### src/rtl/imem_loader.sv
// rtl/imem_loader.sv - boot-time loader writing a framed RX byte stream into instruction memory
// Frame: LEN_LO LEN_HI, 4*N little-endian payload bytes, XOR checksum; CPU held until done.
module imem_loader #(
  parameter int ADDR_WIDTH     = 14,
  parameter int TIMEOUT_CYCLES = 1000000
) (
  input  logic                  sys_clk,
  input  logic                  rst_n,
  input  logic                  load_req,
  input  logic                  rx_valid,
  input  logic [7:0]            rx_data,
  output logic                  imem_we,
  output logic [ADDR_WIDTH-1:0] imem_addr,
  output logic [31:0]           imem_wdata,
  output logic                  cpu_hold,
  output logic                  load_done,
  output logic                  load_err,
  output logic [ADDR_WIDTH:0]   words_written
);

  localparam int              GAP_W     = $clog2(TIMEOUT_CYCLES) + 1;
  // Leaving the cycle at this count with no byte means the counter reaches TIMEOUT_CYCLES-1.
  localparam logic [GAP_W-1:0] GAP_LAST  = GAP_W'(TIMEOUT_CYCLES - 2);
  localparam logic [32:0]     MAX_WORDS = 33'd1 << ADDR_WIDTH;

  typedef enum logic [2:0] {
    S_IDLE,
    S_LEN_LO,
    S_LEN_HI,
    S_DATA,
    S_CSUM,
    S_ERR
  } state_t;

  state_t           state;
  state_t           state_nx;
  logic [7:0]       len_lo;
  logic [15:0]      word_cnt;
  logic [1:0]       byte_idx;
  logic [23:0]      word_buf;
  logic [7:0]       csum;
  logic [GAP_W-1:0] gap;

  logic in_frame;
  logic accept;
  logic timeout;
  logic start;
  logic len_bad;
  logic word_end;
  logic last_word;
  logic csum_ok;

  assign in_frame  = (state == S_LEN_LO) || (state == S_LEN_HI) ||
                     (state == S_DATA)   || (state == S_CSUM);
  assign accept    = in_frame && rx_valid;
  assign timeout   = in_frame && !rx_valid && (gap == GAP_LAST);
  assign start     = load_req && ((state == S_IDLE) || (state == S_ERR));
  assign len_bad   = ({rx_data, len_lo} == 16'd0) ||
                     ({17'd0, rx_data, len_lo} > MAX_WORDS);
  assign word_end  = (state == S_DATA) && accept && (byte_idx == 2'd3);
  assign last_word = (32'(words_written) + 32'd1) == 32'(word_cnt);
  assign csum_ok   = (rx_data == csum);

  assign cpu_hold  = (state != S_IDLE);
  assign load_err  = (state == S_ERR);

  always_ff @(posedge sys_clk or negedge rst_n) begin
    if (!rst_n) begin
      state <= S_IDLE;
    end else begin
      state <= state_nx;
    end
  end

  always_comb begin
    state_nx = state;
    case (state)
      S_IDLE: begin
        if (start) state_nx = S_LEN_LO;
      end
      S_LEN_LO: begin
        if (accept)       state_nx = S_LEN_HI;
        else if (timeout) state_nx = S_ERR;
      end
      S_LEN_HI: begin
        if (accept)       state_nx = len_bad ? S_ERR : S_DATA;
        else if (timeout) state_nx = S_ERR;
      end
      S_DATA: begin
        if (word_end && last_word) state_nx = S_CSUM;
        else if (timeout)          state_nx = S_ERR;
      end
      S_CSUM: begin
        if (accept)       state_nx = csum_ok ? S_IDLE : S_ERR;
        else if (timeout) state_nx = S_ERR;
      end
      S_ERR: begin
        if (start) state_nx = S_LEN_LO;
      end
      default: state_nx = S_IDLE;
    endcase
  end

  always_ff @(posedge sys_clk or negedge rst_n) begin
    if (!rst_n) begin
      imem_we       <= 1'b0;
      imem_addr     <= '0;
      imem_wdata    <= '0;
      load_done     <= 1'b0;
      words_written <= '0;
      len_lo        <= '0;
      word_cnt      <= '0;
      byte_idx      <= '0;
      word_buf      <= '0;
      csum          <= '0;
      gap           <= '0;
    end else begin
      imem_we   <= 1'b0;
      load_done <= (state == S_CSUM) && accept && csum_ok;
      if (start) begin
        words_written <= '0;
        csum          <= '0;
        byte_idx      <= '0;
        word_buf      <= '0;
        gap           <= '0;
      end else if (in_frame) begin
        if (accept)               gap <= '0;
        else if (gap != GAP_LAST) gap <= gap + 1'b1;

        if ((state == S_LEN_LO) && accept) len_lo   <= rx_data;
        if ((state == S_LEN_HI) && accept) word_cnt <= {rx_data, len_lo};

        if ((state == S_DATA) && accept) begin
          csum     <= csum ^ rx_data;
          byte_idx <= byte_idx + 2'd1;
          case (byte_idx)
            2'd0: word_buf[7:0]   <= rx_data;
            2'd1: word_buf[15:8]  <= rx_data;
            2'd2: word_buf[23:16] <= rx_data;
            default: begin
              // Word index and words_written are the same count; it never exceeds N-1 here.
              imem_we       <= 1'b1;
              imem_addr     <= words_written[ADDR_WIDTH-1:0];
              imem_wdata    <= {rx_data, word_buf};
              words_written <= words_written + 1'b1;
            end
          endcase
        end
      end
    end
  end

endmodule

### config.mk
export PLATFORM = sky130hd
export DESIGN_NAME = imem_loader
export DESIGN_NICKNAME = d
export VERILOG_FILES = /design/src/rtl/imem_loader.sv
export SDC_FILE = /design/constraint.sdc
export NUM_CORES = 1
export LEC_CHECK = 0
export BUFFER_PORTS_ARGS = -buffer_cell sky130_fd_sc_hd__buf_4
export CAP_MARGIN = 0
export CORE_MARGIN = 4
export CORE_UTILIZATION = 53
export DETAILED_ROUTE_END_ITERATION = 10
export PLACE_DENSITY = 0.84
export SLEW_MARGIN = 0
export SYNTH_ARGS = -nofsm -noshare
export SYNTH_HDL_FRONTEND = slang
export SYNTH_SLANG_ARGS = --single-unit
### constraint.sdc
create_clock -name sys_clk -period 2.4 [get_ports sys_clk]
set_clock_uncertainty 0.05 [all_clocks]
set_input_delay 0.48 -clock sys_clk [delete_from_list [all_inputs] [get_ports sys_clk]]
set_output_delay 0.48 -clock sys_clk [all_outputs]
set_load 0.02 [all_outputs]
==> PnR_summary.wiki, run 1 <==
{| class="wikitable"
! Metric !! Value
|-
| Arrival time worst endpoint || 2.56 ns
|-
| TritonCTS clock tree || yes
|-
| Run status || finished, final reports clean
|-
| Average size of a mapped cell || 9.40 µm²
|-
| Count of distinct cell types in the synthesized netlist || 64
|-
| Post-route worst hold slack || 0.301 ns
|-
| Post-Syn Nets || 764
|-
| Antenna violations before repair || 0
|-
| TritonCTS sink count || 145
|-
| Period minus WS final || 2.31 ns
|-
| Number of buffers created by CTS || 17
|-
| Critical path capture point type || register
|-
| Data required time of the worst path || 2.65 ns
|-
| Final number of max-transition violations || 0
|-
| Number of antenna cells inserted || 0
|-
| Non-filler cells, final || 1019
|-
| Global routing met1 resource utilization || 29.9%
|-
| Timing-limited maximum frequency || 433 MHz
|-
| Leading post-synthesis cells by cell area || sky130_fd_sc_hd__dfrtp_1 52%, sky130_fd_sc_hd__nand2_1 11%, sky130_fd_sc_hd__o21ai_0 5.1%
|-
| Pin slew with the least headroom to its limit || 0.520 ns
|-
| Slew Limit Headroom || 65.4%
|-
| Initial detailed-routing violation count || 471
|-
| Syn. warnings || 0
|-
| Number of placed cells counting well taps || 983
|-
| Top Usage Layer GRT || met2
|-
| Relative area change from synthesis to final layout || 22.3%
|-
| Area fraction of the dominant cell type after synthesis || 51.9%
|-
| Hold Crit Class || primary input to register
|-
| DRC Markers || 0
|-
| Largest fanout on the critical path || 4
|-
| Met2 capacity usage during global routing || 36.7%
|-
| Chip height || 123 µm
|-
| Library cell occupying the most area in the post-synthesis netlist || sky130_fd_sc_hd__dfrtp_1
|-
| Worst VDD drop || 0.486 mV
|-
| Met3 GRT Util || 6.59%
|-
| PortBufs || 76
|-
| Category of the worst setup path launch point || register
|-
| Proportion of synthesized flip-flops having asynchronous set or reset || 100%
|-
| Row cnt || 41
|-
| Floorplan core area || 12800 µm²
|-
| Post-layout worst setup margin || 0.0890 ns
|-
| Via count of the first global-routing pass || 5480
|-
| DIE WIDTH || 123 µm
|-
| Global route overflow || 0
|-
| FF+latch count, synth || 145
|-
| Launch point of the worst path || words_written[1]
|-
| Number of instances in the synthesized netlist || 744
|-
| Crit Path Category || register to register
|-
| Starting density of the core || 54.8%
|-
| Clock latency reported for the late side of the worst-skew pair || 0.43 ns
|-
| Area of all placed cells without fillers || 8560 µm²
|-
| Share of final-layout standard cells stronger than drive strength 1 || 23.8%
|-
| Global-route wire length before repair || 26.8 mm
|-
| Vias per std cell || 5.66
|-
| Post-detailed-placement half-perimeter wirelength || 11.1 mm
|-
| Period Utilization, post-route || 96.3%
|-
| Post-synth design cell area || 6990 µm²
|-
| H-tree depth || 4
|-
| Total detailed-routing wirelength || 16.4 mm
|-
| Final hold viol count || 0
|-
| Die area || 15100 µm²
|-
| Final #Nets || 854
|-
| Setup-violating endpoint count in the final report || 0
|-
| Power density of the placed cells || 1060 nW/µm²
|-
| Clock-pin slew of the registers on the worst-case setup and hold paths || 0.06 ns
|-
| Worst Setup Slack post-DPL || -0.0144 ns
|-
| Leakage power total || 0.00409 µW
|-
| First-pass iteration count of the detailed router || 5
|-
| Root buffer cell || sky130_fd_sc_hd__clkbuf_16
|-
| Max-cap violations || 0
|-
| DRT antenna net count || 0
|-
| Hold Startpoint || rx_data[3]
|-
| Setup repair after global routing missed its margin || true
|-
| Post-place instance area || 7920 µm²
|-
| Number of enable flip-flop cells after synthesis || 0
|-
| Start of the worst register-to-register path || words_written[1]
|-
| Routed len/inst || 16.1 µm
|-
| IO Pins || 77
|-
| Maximum number of pins on one net before global-route repair || 65
|-
| Vias after detailed routing || 5769
|-
| Aggregate global-route resource usage || 22.8%
|-
| Final weighted congestion of routability-driven global placement || 0.866
|-
| Synth Flop Type || sky130_fd_sc_hd__dfrtp_1
|-
| Fraction of the yosys area taken by sequential cells || 51.9%
|-
| Buffer levels on the longest clock path || 2
|}
==> synth_stat cells (all sizes together) (10+ instances only) <==
cell and number:
dfrtp 145, xnor2 30, a21oi 13, nand2 215, o21ai 74, nor3 11
nor2 43, buf 17, clkbuf 30, o31ai 10, nand3 14, nand4 17
mux2 23
==> per-layer routing <==
metal	up-vias	routed length (µm)
li1	2719	-
met2	196	7880
met5	-	0
met3	25	1140
met1	2829	7110
met4	0	274
==> power breakdown <==
group / internal, µW / switching (µW)
clock network: 1470 / 1070
registers: 3110 / 516
logic: 1240 / 1690
==> flip-flops by register name, summed over array words and instances (netlist names), 2 cells and up <==
register       count
word_cnt          16
imem_wdata        32
imem_addr         14
word_buf          24
len_lo             8
csum               8
byte_idx           2
state              3
gap               21
words_written     15
==> cell type report <==
cell class                 count  area (µm²)
fill                         966        4220
sequential                   145        3630
multi-input combinational    545        3190
timing repair buffer         117         922
clock buffer                  19         443
tap                          172         215
clock inverter                13         128
inverter                       8        30.0
==> kinds of logic after synthesis <==
group / Yosys count / synth area share [%]
buffers and inverters: 55 / 3.38
AND/OR/NAND/NOR: 352 / 24.2
multiplexers: 26 / 4.13
flip-flops: 145 / 51.9
XOR/XNOR: 39 / 4.88
adder cells (fa/ha/maj): 8 / 1.43
AO/OA/AOI/OAI: 119 / 10.1
==> critical path, cell delays in order (launching register included) <==
cell and delay (ns):
sky130_fd_sc_hd__dfrtp_1 0.40, sky130_fd_sc_hd__ha_4 0.17, sky130_fd_sc_hd__and3_1 0.20, sky130_fd_sc_hd__and3_4 0.23, sky130_fd_sc_hd__nand3_2 0.11, sky130_fd_sc_hd__xnor2_2 0.16
sky130_fd_sc_hd__mux2_2 0.37, sky130_fd_sc_hd__nor4b_4 0.37, sky130_fd_sc_hd__o22ai_1 0.11
==> layout by cell type, fill, tap and decap left out, types with 3 or more instances in the layout <==
cell / netlist / routed
sky130_fd_sc_hd__and3_1: 8 / 7
sky130_fd_sc_hd__o211ai_1: 3 / 3
sky130_fd_sc_hd__xor2_1: 9 / 9
sky130_fd_sc_hd__nor4_1: 5 / 5
sky130_fd_sc_hd__dfrtp_1: 145 / 144
sky130_fd_sc_hd__buf_4: 2 / 112
sky130_fd_sc_hd__nand2_1: 214 / 213
sky130_fd_sc_hd__mux2i_1: 3 / 3
sky130_fd_sc_hd__nand3_1: 12 / 12
sky130_fd_sc_hd__o31ai_1: 10 / 10
sky130_fd_sc_hd__clkinvlp_4: 0 / 3
sky130_fd_sc_hd__nand4_1: 16 / 16
sky130_fd_sc_hd__a21oi_1: 12 / 12
sky130_fd_sc_hd__inv_6: 0 / 5
sky130_fd_sc_hd__nor3_2: 6 / 6
sky130_fd_sc_hd__ha_1: 8 / 7
sky130_fd_sc_hd__or3_1: 6 / 6
sky130_fd_sc_hd__and4_1: 3 / 3
sky130_fd_sc_hd__nor2_1: 41 / 40
sky130_fd_sc_hd__nand2b_1: 3 / 3
sky130_fd_sc_hd__nor2b_1: 3 / 3
sky130_fd_sc_hd__o21ai_0: 71 / 70
sky130_fd_sc_hd__nor2_2: 1 / 3
sky130_fd_sc_hd__nor3_1: 5 / 5
sky130_fd_sc_hd__a31oi_1: 8 / 8
sky130_fd_sc_hd__inv_1: 8 / 8
sky130_fd_sc_hd__mux2_2: 23 / 23
sky130_fd_sc_hd__clkbuf_16: 0 / 17
sky130_fd_sc_hd__o21ai_1: 2 / 3
sky130_fd_sc_hd__buf_12: 0 / 3
sky130_fd_sc_hd__xnor2_1: 30 / 28
sky130_fd_sc_hd__clkinv_4: 0 / 3
==> path summary, 6_finish.rpt <==
check	depth (start not counted)	slack (ns)	end
max reg2reg	8	0.09	state[1]
min	3	0.30	imem_wdata[27]
min reg2reg	2	0.42	imem_wdata[17]
max in group asynchronous	3	1.05	csum[1]
min in group asynchronous	2	0.49	word_buf[12]
max	8	0.09	state[1]
==> through the flow <==
step / TNS [ns] / util (%) / total power (µW)
after floorplan: 0 / - / 5490
after detailed placement: -0.0144 / 62.0 / 6500
final: 0 / 67.0 / 9100
after CTS: 0 / 66.6 / 9080
after global routing: -0.0589 / 67.0 / 9640
after global placement: 0 / 62.0 / 6390
==> timing repair <==
| action | in CTS | in global routing |
|---|---|---|
| pin swaps | 0 | 3 |
| buffers inserted | 0 | 2 |
| hold buffers | 1 | 0 |
| setup endpoints to repair | 1 | 12 |
| endpoints found under the hold margin | 38 | 0 |
| resized for setup | 1 | 7 |
| cloned | 0 | 1 |
(Power assumes the default switching activity.)
==> inputs of run 2 (changes only) <==
--- a/config.mk
+++ b/config.mk
@@ -8,7 +8,7 @@
 export BUFFER_PORTS_ARGS = -buffer_cell sky130_fd_sc_hd__buf_4
 export CAP_MARGIN = 0
 export CORE_MARGIN = 4
-export CORE_UTILIZATION = 53
+export CORE_UTILIZATION = 55
 export DETAILED_ROUTE_END_ITERATION = 10
 export PLACE_DENSITY = 0.84
 export SLEW_MARGIN = 0
==> constraint.sdc (replaced) <==
create_clock -name sys_clk -period 2.63 [get_ports sys_clk]
set_clock_uncertainty 0.05 [all_clocks]
set_input_delay 0.526 -clock sys_clk [delete_from_list [all_inputs] [get_ports sys_clk]]
set_output_delay 0.526 -clock sys_clk [all_outputs]
set_load 0.02 [all_outputs]
==> run 2 against run 1 <==
Compared with the run above: critical path depth stayed put; die area is 3.4% lower; final cell count is 2.2% lower; sequential share of layout area is 0.44 points higher; critical endpoint unchanged.
==> PnR_summary.wiki, run 2 (same netlist as run 1, synthesis figures left out) <==
{| class="wikitable"
! Metric !! Value
|-
| Period minus WS final || 2.45 ns
|-
| Run status || finished, final reports clean
|-
| Number of antenna cells inserted || 0
|-
| Register-to-Register Setup Slack || 0.18 ns
|-
| Relative area change from synthesis to final layout || 21.0%
|-
| Number of filler instances in the final layout || 917
|-
| Power density of the placed cells || 1020 nW/µm²
|-
| IO Pins || 77
|-
| Vias per std cell || 5.79
|-
| Max-cap violations || 0
|-
| Die area || 14600 µm²
|-
| Share of final-layout standard cells stronger than drive strength 1 || 21.7%
|-
| Category of the worst setup path launch point || register
|-
| Setup repair after global routing missed its margin || false
|-
| Total negative slack || 0 ns
|-
| Flip-flop count of the largest register, all copies and words added || 32
|-
| Buffer levels on the longest clock path || 2
|-
| Via count of the first global-routing pass || 5678
|-
| Largest registers ranked by flip-flop count || imem_wdata (32), word_buf (24), gap (21)
|-
| Power share of the clock group || 31.6%
|-
| Global route overflow || 0
|-
| Post-detailed-placement half-perimeter wirelength || 11.4 mm
|-
| Count of cells resized by post-cts repair || 0
|-
| DIE WIDTH || 121 µm
|-
| Worst Reg2Reg Path Length in Cells || 8
|-
| Final #Nets || 836
|-
| TritonCTS clock tree || yes
|-
| Highest-count cells in the layout ignoring fill and taps || 213 x sky130_fd_sc_hd__nand2_1, 145 x sky130_fd_sc_hd__dfrtp_1, 97 x sky130_fd_sc_hd__buf_4, 71 x sky130_fd_sc_hd__o21ai_0, 41 x sky130_fd_sc_hd__nor2_1
|-
| Antenna violations before repair || 0
|-
| Period Utilization, post-route || 93.2%
|-
| Leading cell type in the layout, fill and taps excluded || sky130_fd_sc_hd__nand2_1
|-
| Post CTS Setup Buffer Count || 0
|-
| Post-layout utilization of the core || 69.3%
|-
| Worst VDD drop || 0.492 mV
|-
| Non-filler cells, final || 997
|-
| Total area of sequential cells || 3630 µm²
|-
| Multi-input gate area in the final layout || 3140 µm²
|-
| Number of placed cells counting well taps || 965
|-
| Cell-internal power || 5680 µW
|-
| Final hold viol count || 0
|-
| Floorplan core area || 12200 µm²
|-
| DRT antenna net count || 0
|-
| Hold Crit Class || primary input to async pin
|-
| Total detailed-routing wirelength || 16.5 mm
|-
| Switching share of power || 34.0%
|-
| DRC Markers || 0
|-
| Clock latency reported for the late side of the worst-skew pair || 0.42 ns
|-
| Row cnt || 40
|-
| Hold-fix buffers at CTS || 0
|-
| Pin slew with the least headroom to its limit || 0.823 ns
|-
| Crit Path Category || register to register
|-
| Data required time of the worst path || 2.87 ns
|-
| Largest fanout on the critical path || 3
|-
| Clock-pin slew of the registers on the worst-case setup and hold paths || 0.06 ns
|-
| Overall power after layout || 8600 µW
|-
| Leakage power total || 0.00404 µW
|-
| H-tree depth || 4
|-
| PortBufs || 76
|-
| Global-route wire length before repair || 27.7 mm
|-
| Critical path capture point type || register
|-
| Initial detailed-routing violation count || 435
|-
| Power spent charging and discharging nets || 2920 µW
|-
| Register containing the most flip-flops in the final layout || imem_wdata
|-
| Final number of max-transition violations || 0
|-
| Number of buffers created by CTS || 17
|-
| Start of the worst register-to-register path || words_written[0]
|-
| Root buffer cell || sky130_fd_sc_hd__clkbuf_16
|-
| Timing-limited maximum frequency || 408 MHz
|-
| Slew Limit Headroom || 44.9%
|-
| Arrival time worst endpoint || 2.69 ns
|-
| First-pass iteration count of the detailed router || 6
|-
| Routed len/inst || 16.6 µm
|-
| Endpoint of the most critical register-to-register path || state[1]
|-
| Starting density of the core || 57.3%
|-
| Proportion of power drawn by combinational gates || 30.1%
|-
| Chip height || 121 µm
|-
| Vias after detailed routing || 5775
|-
| Flop pwr share || 38.2%
|-
| TritonCTS sink count || 145
|-
| Maximum number of pins on one net before global-route repair || 65
|-
| Final weighted congestion of routability-driven global placement || 0.908
|-
| Setup-violating endpoint count in the final report || 0
|-
| Aggregate global-route resource usage || 23.8%
|}
-- run 2: layout make-up --
| type | count | area share (%) |
|---|---|---|
| timing repair buffer | 100 | 9.21 |
| inverter | 8 | 0.355 |
| clock buffer | 21 | 5.68 |
| tap | 168 | 2.48 |
| sequential | 145 | 42.9 |
| clock inverter | 11 | 2.35 |
| multi-input combinational | 544 | 37.1 |
-- run 2: routing by layer --
layer	routed length [µm]	track usage, %
met1	6930	31.7
met2	8080	37.8
met3	1170	6.17
met4	336	9.14
met5	0	0
-- run 2: worst max-delay path by stage --
stage	start	end	slack, ns
floorplan	words_written[0]	state[1]	0.23
global placement	rx_valid	gap[11]	0.20
detailed placement	rx_valid	gap[11]	0.13
CTS	words_written[0]	state[1]	0.19
global route	words_written[0]	state[1]	0.03
finish	words_written[0]	state[1]	0.18
-- run 2: worst max-delay path, stage by stage, from the launching register on --
cell	delay, ns
sky130_fd_sc_hd__dfrtp_1	0.38
sky130_fd_sc_hd__ha_1	0.33
sky130_fd_sc_hd__xnor2_1	0.25
sky130_fd_sc_hd__nand4_4	0.13
sky130_fd_sc_hd__a2111oi_4	0.33
sky130_fd_sc_hd__o211ai_1	0.17
sky130_fd_sc_hd__nor4_2	0.19
sky130_fd_sc_hd__nor4b_4	0.36
sky130_fd_sc_hd__o22ai_1	0.12
-- run 2: power by group through the flow --
stage	Sequential (µW)	Clock (µW)	Combinational (µW)
finish	3290	2720	2590
global route	3370	2860	2860
CTS	3280	2750	2600
detailed placement	3310	0	2570
global placement	3270	0	2460
floorplan	3400	0	1610
-- run 2: metrics by stage --
step / hold WS (ns) / worst slack [ns] / instance area (µm²)
after floorplan: 0.180 / 0.227 / 6990
after global placement: 0.406 / 0.203 / 7790
after detailed placement: 0.403 / 0.128 / 7790
after CTS: 0.0452 / 0.188 / 8470
after global routing: 0.0607 / 0.0328 / 8470
final: 0.0339 / 0.180 / 8470
